$ cat src/rtl/cmd_master.sv
// cmd_master
// ----------
// Host-side initiator for the byte-serial load/run/read-back command
// protocol used by the board's UART command interface.
//
// A single command is taken over a valid/ready handshake and broken into
// bytes for a UART transmitter. Read commands then collect a 2-byte reply
// from a UART receiver and return it as one word.
//
// Byte sequences on the transmit side:
//   ST (1)       : code
//   PM (2), DM(3): code, addr[7:0], addr MSB byte, data[7:0], data[15:8]
//   RE (4)       : code, addr[7:0], addr MSB byte, then 2 reply bytes
//
// Ports:
//   clk        clock, all logic on the rising edge
//   reset      asynchronous active-high reset
//   cmd_valid  command request
//   cmd_ready  high only while idle; a command is accepted on valid&&ready
//   cmd_code   command code (ST=1, PM=2, DM=3, RE=4)
//   cmd_addr   target address
//   cmd_data   write data (PM/DM only)
//   tx_start   one-cycle pulse asking the transmitter to send d_out
//   d_out      byte to transmit, stable from tx_start until tx_done
//   tx_done    transmitter finished the current byte
//   rx_done    receiver byte-valid pulse
//   d_in       received byte
//   rsp_valid  one-cycle pulse, rsp_data holds a fresh read-back word
//   rsp_data   read-back word, held until the next read completes
//   busy       high whenever a command is in progress
//   err        one-cycle pulse on an illegal code or a reply timeout

module cmd_master #(
    parameter int SIZE        = 8,
    parameter int DATA_LENGTH = 16,
    parameter int ADDR_LENGTH = 11,
    parameter int TIMEOUT     = 65535
) (
    input  logic                   clk,
    input  logic                   reset,
    input  logic                   cmd_valid,
    output logic                   cmd_ready,
    input  logic [7:0]             cmd_code,
    input  logic [ADDR_LENGTH-1:0] cmd_addr,
    input  logic [DATA_LENGTH-1:0] cmd_data,
    output logic                   tx_start,
    output logic [SIZE-1:0]        d_out,
    input  logic                   tx_done,
    input  logic                   rx_done,
    input  logic [SIZE-1:0]        d_in,
    output logic                   rsp_valid,
    output logic [DATA_LENGTH-1:0] rsp_data,
    output logic                   busy,
    output logic                   err
);

    localparam logic [7:0] CODE_ST = 8'd1;
    localparam logic [7:0] CODE_PM = 8'd2;
    localparam logic [7:0] CODE_DM = 8'd3;
    localparam logic [7:0] CODE_RE = 8'd4;

    // The counter only has to reach TIMEOUT-1.
    localparam int CNT_W = (TIMEOUT > 2) ? $clog2(TIMEOUT) : 1;

    typedef enum logic [2:0] {
        IDLE,
        SEND,
        WAIT_TX,
        RX_LSB,
        RX_MSB
    } state_t;

    state_t                 state;
    state_t                 next_state;

    logic [7:0]             code_q;
    logic [ADDR_LENGTH-1:0] addr_q;
    logic [DATA_LENGTH-1:0] data_q;
    logic [2:0]             index;
    logic [CNT_W-1:0]       counter;
    logic [SIZE-1:0]        shadow;

    logic                   legal_in;
    logic                   is_re;
    logic [2:0]             last_index;
    logic                   last_byte;
    logic                   timeout_hit;
    logic [2*SIZE-1:0]      addr_ext;
    logic [SIZE-1:0]        tx_byte;

    // Address is zero-extended so its upper part always fills a whole byte.
    assign addr_ext    = (2*SIZE)'(addr_q);
    assign legal_in    = (cmd_code == CODE_ST) || (cmd_code == CODE_PM) ||
                         (cmd_code == CODE_DM) || (cmd_code == CODE_RE);
    assign is_re       = (code_q == CODE_RE);
    assign last_byte   = (index == last_index);
    assign timeout_hit = (counter == CNT_W'(TIMEOUT - 1));

    // Index of the final byte depends only on the latched command.
    always_comb begin
        last_index = 3'd4;
        case (code_q)
            CODE_ST: last_index = 3'd0;
            CODE_RE: last_index = 3'd2;
            default: last_index = 3'd4;
        endcase
    end

    // Byte selected for transmission by the current index.
    always_comb begin
        tx_byte = '0;
        case (index)
            3'd0:    tx_byte = SIZE'(code_q);
            3'd1:    tx_byte = addr_ext[SIZE-1:0];
            3'd2:    tx_byte = addr_ext[2*SIZE-1:SIZE];
            3'd3:    tx_byte = data_q[SIZE-1:0];
            3'd4:    tx_byte = data_q[2*SIZE-1:SIZE];
            default: tx_byte = '0;
        endcase
    end

    // State register.
    always_ff @(posedge clk or posedge reset) begin
        if (reset) begin
            state <= IDLE;
        end else begin
            state <= next_state;
        end
    end

    // Next-state logic. Illegal codes are accepted but never leave IDLE.
    // In the reply states rx_done takes priority over a timeout in the
    // same cycle.
    always_comb begin
        next_state = state;
        case (state)
            IDLE: begin
                if (cmd_valid && legal_in) begin
                    next_state = SEND;
                end
            end
            SEND: begin
                next_state = WAIT_TX;
            end
            WAIT_TX: begin
                if (tx_done) begin
                    if (!last_byte) begin
                        next_state = SEND;
                    end else if (is_re) begin
                        next_state = RX_LSB;
                    end else begin
                        next_state = IDLE;
                    end
                end
            end
            RX_LSB: begin
                if (rx_done) begin
                    next_state = RX_MSB;
                end else if (timeout_hit) begin
                    next_state = IDLE;
                end
            end
            RX_MSB: begin
                if (rx_done || timeout_hit) begin
                    next_state = IDLE;
                end
            end
            default: begin
                next_state = IDLE;
            end
        endcase
    end

    // Outputs decoded from the state. d_out is forced to zero outside the
    // transmit states so an idle block presents a clean bus.
    always_comb begin
        cmd_ready = (state == IDLE);
        busy      = (state != IDLE);
        tx_start  = (state == SEND);
        d_out     = '0;
        if ((state == SEND) || (state == WAIT_TX)) begin
            d_out = tx_byte;
        end
    end

    // Datapath: command latches, byte index, reply timeout counter, reply
    // assembly and the registered rsp_valid / err pulses.
    always_ff @(posedge clk or posedge reset) begin
        if (reset) begin
            code_q    <= '0;
            addr_q    <= '0;
            data_q    <= '0;
            index     <= '0;
            counter   <= '0;
            shadow    <= '0;
            rsp_data  <= '0;
            rsp_valid <= 1'b0;
            err       <= 1'b0;
        end else begin
            rsp_valid <= 1'b0;
            err       <= 1'b0;
            case (state)
                IDLE: begin
                    if (cmd_valid) begin
                        code_q <= cmd_code;
                        addr_q <= cmd_addr;
                        data_q <= cmd_data;
                        index  <= '0;
                        if (!legal_in) begin
                            err <= 1'b1;
                        end
                    end
                end
                WAIT_TX: begin
                    if (tx_done) begin
                        if (!last_byte) begin
                            index <= index + 3'd1;
                        end else if (is_re) begin
                            counter <= '0;
                        end
                    end
                end
                RX_LSB: begin
                    if (rx_done) begin
                        shadow  <= d_in;
                        counter <= '0;
                    end else if (timeout_hit) begin
                        err <= 1'b1;
                    end else begin
                        counter <= counter + CNT_W'(1);
                    end
                end
                RX_MSB: begin
                    if (rx_done) begin
                        rsp_data  <= {d_in, shadow};
                        rsp_valid <= 1'b1;
                    end else if (timeout_hit) begin
                        err <= 1'b1;
                    end else begin
                        counter <= counter + CNT_W'(1);
                    end
                end
                default: begin
                end
            endcase
        end
    end

endmodule
$ cat config.mk
export PLATFORM = sky130hd
export DESIGN_NAME = cmd_master
export DESIGN_NICKNAME = d
export VERILOG_FILES = /design/src/rtl/cmd_master.sv
export SDC_FILE = /design/constraint.sdc
export NUM_CORES = 1
export LEC_CHECK = 0
export CAP_MARGIN = 10
export CORE_ASPECT_RATIO = 0.5
export CORE_MARGIN = 2
export CORE_UTILIZATION = 52
export DETAILED_ROUTE_END_ITERATION = 7
export PLACE_DENSITY_LB_ADDON = 0.3
export SYNTH_ARGS = -nofsm -noshare
export SYNTH_HDL_FRONTEND = slang
export SYNTH_SLANG_ARGS = --single-unit
$ cat constraint.sdc
create_clock -name clk -period 4.3 [get_ports clk]
set_clock_uncertainty 0.1 [all_clocks]
set_input_delay 1.29 -clock clk [delete_from_list [all_inputs] [get_ports clk]]
set_output_delay 1.29 -clock clk [all_outputs]
set_load 0.05 [all_outputs]
== Word level (Yosys, flattened, before mapping) ==
Cells that the tools add are included.

* Bits in registers: 83
* Bits of input ports: 48
* Output and inout bits: 29
* Word-level logic and storage cells: 84

* Add/sub/neg operators: 2
* Eq/ne operators: 25
* Multiplexer cells: 29
* Reductions and logical operators: 18

{| class="wikitable"
|+ Operators by type and width
! kind !! number
|-
| two-way mux 16 bit || 6
|-
| case mux 16 bit (3 select lines) || 1
|-
| case mux 8 bit (5 select lines) || 1
|-
| two-way mux 3 bit || 8
|-
| adder 16 x 1 -> 16 bit, second input constant || 1
|-
| == test 16 bit, second input constant || 1
|-
| == test 8 x 1 -> 1 bit, second input constant || 2
|-
| == test 8 x 2 -> 1 bit, second input constant || 2
|-
| == test 8 x 3 -> 1 bit, second input constant || 2
|-
| case mux 3 bit (5 select lines) || 1
|-
| != test 2 bit, second input constant || 7
|-
| == test 3 x 2 -> 1 bit, second input constant || 4
|-
| case mux 3 bit (2 select lines) || 2
|-
| two-way mux 8 bit || 1
|-
| AND reduction 4 bit || 2
|-
| == test 3 x 1 -> 1 bit, second input constant || 2
|-
| == test 3 bit, second input constant || 2
|-
| zero test 3 bit || 2
|-
| two-way mux 1 bit || 6
|-
| AND reduction 2 bit || 3
|-
| nonzero test 3 bit || 2
|-
| logical OR 1 bit || 5
|-
| AND reduction 5 bit || 1
|-
| two-way mux 2 bit || 2
|-
| other kinds (8) || 8
|}

== Depth between registers and ports, before layout ==
* Word-level depth: 7
* Mapped depth: 8
* Gate-level depth less buffers: 7

== Worst setup path after synthesis ==
No wires, ideal clock.

* Path type: flip-flop to output port
* From: register index[1]
* To: output port d_out[0]
* Arrival time: 2117 ps
* Data required time: 2910 ps
* Setup slack: 793 ps
* Stages on the path, launching flop included: 8
* Buffers on the path: 1
* Cell sequence: dfrtp_1 -> inv_1 -> ha_1 -> nor2b_1 -> clkbuf_1 -> or4_1 -> o21ai_1 -> a31oi_1

* Longest elaborated chain between the ends: 3
* Elaborated cells between the ends (all ways): 7
* Classes of those cells: eq/ne (4); mux (2); reduce/logical (1)

{| class="wikitable"
|+ Ends and longest elaborated chain
! what !! RTL line !! text
|-
| start, declared || 79 || <nowiki>logic [2:0] index;</nowiki>
|-
| start signal, assigned || 217 || <nowiki>index <= index + 3'd1;</nowiki>
|-
| == test 3 bit (tied with other cells) || 112 || <nowiki>case (index)</nowiki>
|-
| case mux 8 bit (5 select lines) (*) || 112 ||
|-
| two-way mux 8 bit (*) || 181 || <nowiki>if ((state == SEND) || (state == WAIT_TX)) begin</nowiki>
|-
| end, declared || 47 || <nowiki>output logic [SIZE-1:0] d_out,</nowiki>
|}

Mark *: on every way between the ends. The rest lies on a longest branch, timed or not.

== Worst setup path after layout ==
* From: register index[0]
* To: output port d_out[1]

The elaborated chain is that of the path after synthesis.

==> results by group <==
Placed design
  – GP Congestion: 0.805
  – Port Buffers: 76
  – Placed instance count: 592
  – Detail Placement HPWL: between 6000 and 7000 um
  – Area post-placement: 4950 sq um

Logic synthesis
  – Cell Area, Synth: 4080 sq um
  – Primary FF master, synth: dfrtp_1
  – Number of synthesized flops with an enable pin: 0
  – Post-synthesis sequential area ratio: 50.9%
  – Xor/xnor share of the synthesized area: less than 1%
  – Compound-Gate Fraction of Synth Area: 12.1%
  – Post-synthesis mux area share: between 8 and 9%
  – Syn Nets: around 480
  – Adder-cell share of the synthesized area: between 2 and 2.5%
  – YS warnings: 0
  – Number of unique standard cell types used by synthesis: 47
  – Synth async-reset ratio: 100%
  – Yosys reg bits: between 80 and 90
  – Syn Inst Count: between 400 and 500
  – Synth Area in Simple Gates: a little under a quarter
  – Largest family of logic cells by synthesized area: simple AND/OR/NAND/NOR gates
  – Post-synthesis area per instance: between 9 and 10 sq um

Routing
  – WL met3: 524 um
  – Via/cell ratio: 5.56
  – DRC: 0
  – Routed Antenna Nets: 0
  – DRT iter0 DRCs: around 280
  – Metal2 WL: roughly 4500 um
  – Vias: 3375
  – DR WL/cell: 15.5 um
  – First drt pass iteration count: 5
  – DRT met1 WL: ~4200 um
  – Final WL: 9400 um
  – Uppermost layer routed: met4

GRT
  – Largest net degree at the start of global routing: 43
  – Vias in the first global route: about 3300
  – Initial antenna violation count: 0
  – GRT Total Usage: between 20% and 30%
  – First-pass GRT wire length: 15500 um
  – Global route total overflow: 0

Final layout
  – Post-route non-filler standard cell count: 607
  – Antenna diodes: 0
  – Register Area: around 2100 sq um
  – Layout Cell Area excl Fill: 5250 sq um
  – Share of cells above drive strength 1: approximately 11%
  – Area of the multi-input gates: between 1500 and 2000 sq um
  – Area added between synthesis and finish: 28.5%
  – Commonest non-fill, non-tap cell in the layout: nand2_1
  – Fill cells: approximately 560
  – Most frequent cells in the layout: 116 x nand2_1, 83 x dfrtp_1, 68 x clkdlybuf4s50_1
  – Final net count: 550
  – Util after Layout: 70.3%

STA
  – Fin crit share: approximately 90%
  – Tmin final: around 4000 ps
  – Final Max Slew Viols: 0
  – Final hold vios: 0
  – Slew headroom: approximately 51%
  – Fmax: between 200 and 300 MHz
  – Setup TNS: 0 ps
  – RSZ-0062 raised after global routing: false
  – Setup-failing EPs final: 0
  – Tightest Pin Transition: about 740 ps

Floorplanning
  – Row count: 22
  – Starting Density: 54.7%
  – Core area: between 7000 and 8000 sq um
  – Die Ht: 66.7 um
  – Top Ports: between 70 and 80
  – Horiz. Die Dim: 129 um
  – Die area: about 8600 sq um

Worst hold path
  – Hold depth: 2
  – Hold endpoint: data_q[0]
  – Worst hold-check path type: flip-flop to flip-flop
  – HP Start: data_q[0]

Clocking
  – Clock Path Buffers: 2
  – Clk pin slew, worst setup/hold paths: approximately 60 ps
  – Hold buffers post-CTS: 0
  – Root buffer cell: clkbuf_16
  – Clock Sinks: just over 80
  – Clk Latency, worst-skew pair: 330 ps
  – H-tree level count: 3
  – Cts bufs inserted: 9
  – Setup bufs post-CTS: 0
  – CTS tree: built

Power and ir drop
  – LEAKAGE: about 2.3 nW
  – PwrDens: 763 nW/um^2
  – VDD IR-drop max: 0.000350 V

Worst setup path
  – CP max stage cell: or4_1
  – Reg-to-Reg End: counter[11]
  – R2R Path Start: code_q[0]
  – Crit-path max FO: 9
  – Largest stage delay, worst path: approximately 550 ps
  – Critical-path cell list: ha_1 -> ha_1 -> or4_1 -> o21ai_2 -> a31oi_1 -> dlygate4sd2_1
  – Setup crit start kind: flip-flop
  – R2r setup slk: 1430 ps
  – Req. time, crit path: 2910 ps
  – Worst r2r path cells: 6
  – Setup crit end kind: output pin
  – Critical Path Most Common Cell: ha_1
  – Crit path DAT: around 2600 ps
  – Crit Path Category: flip-flop to output pin

Flow run
  – Max Cap Viol: 0

Run status
  – Status: finished clean
-- through the flow --
stage | hold slack [ps] | setup WS (ps) | total power (W)
CTS | 385 | 117 | 0.00401
global route | 409 | 217 | 0.00426
floorplan | 346 | 773 | 0.00267
global placement | 360 | 297 | 0.00318
finish | 386 | 313 | 0.00400
detailed placement | 371 | 218 | 0.00324
-- repair_timing --
item	CTS	global route
endpoints found under the setup margin	8	1
resized for setup	8	1
pin swaps	0	0
-- flip-flops by register name (all words and copies together), names as in the netlist --
| register | flops |
|---|---|
| counter | 16 |
| data_q | 16 |
| rsp_data | 16 |
| addr_q | 11 |
| code_q | 8 |
| shadow | 8 |
| index | 3 |
| state | 3 |
| err | 1 |
| rsp_valid | 1 |
-- cell type report --
cell class | count | area share, %
well taps | 108 | 2.58
multi-input cells | 307 | 35.7
inverters | 11 | 0.811
clock buffers | 11 | 4.82
repair buffers | 83 | 15.6
clock inverters | 4 | 0.954
flip-flops and latches | 83 | 39.6
-- Yosys cell counts, types with 2 or more instances --
master	instances	share of area [%]
nand2_1	116	11
dfrtp_1	83	51
mux2_2	25	6.9
a21oi_1	20	2.5
a22oi_1	16	2.9
or4_1	13	2.4
clkbuf_1	12	1.1
inv_1	11	1.0
nor2_1	11	1.0
o21ai_0	11	1.3
o31ai_1	11	2.0
nand4_1	9	1.4
ha_1	7	2.1
mux2i_1	6	1.5
and2_1	5	0.77
buf_2	5	0.61
nand3_1	5	0.61
nor2b_1	5	0.77
nor4_1	5	0.77
o21bai_1	5	0.92
and3_1	4	0.61
buf_1	4	0.37
nor3_1	4	0.49
a31oi_1	3	0.46
and4_1	3	0.64
a211oi_1	2	0.37
nor4b_1	2	0.43
-- cell families after synthesis --
kind of cell	count (synthesis)
xor+xnor	1
simple gates	193
flops	83
buf+inv	33
fa+ha+maj	7
compound gates	75
mux	31
-- routing by layer --
| layer | vias to the layer above | GRT usage [%] |
|---|---|---|
| met1 | 1625 | 29.6 |
| met2 | 100 | 39.5 |
| met3 | 10 | 6.02 |
| met4 | 0 | 6.39 |
| met5 | - | 0 |
| li1 | 1640 | - |
-- worst max-delay path, delay by kind of cell, from the launching register on --
kind | cells | cell delay, ps
buffers and inverters | 1 | 440
AO/OA/AOI/OAI | 2 | 290
adder cells (fa/ha/maj) | 2 | 520
flip-flops | 1 | 450
AND/OR/NAND/NOR | 1 | 550
-- how the worst max path moves through the flow --
| stage | from | to |
|---|---|---|
| 6_report | index[0] | d_out[1] |
| 5_1_grt | index[0] | d_out[2] |
| 3_3_place_gp | index[0] | d_out[0] |
| 3_5_place_dp | index[0] | d_out[0] |
| 2_1_floorplan | reset | addr_q[0] |
| 4_1_cts | index[0] | d_out[1] |
-- power by group --
group | switching [W] | internal [W]
sequential | 0.000288 | 0.00114
combinational | 0.00114 | 0.000655
clock | 0.000301 | 0.000477
Power figures use the tool's default switching activity.
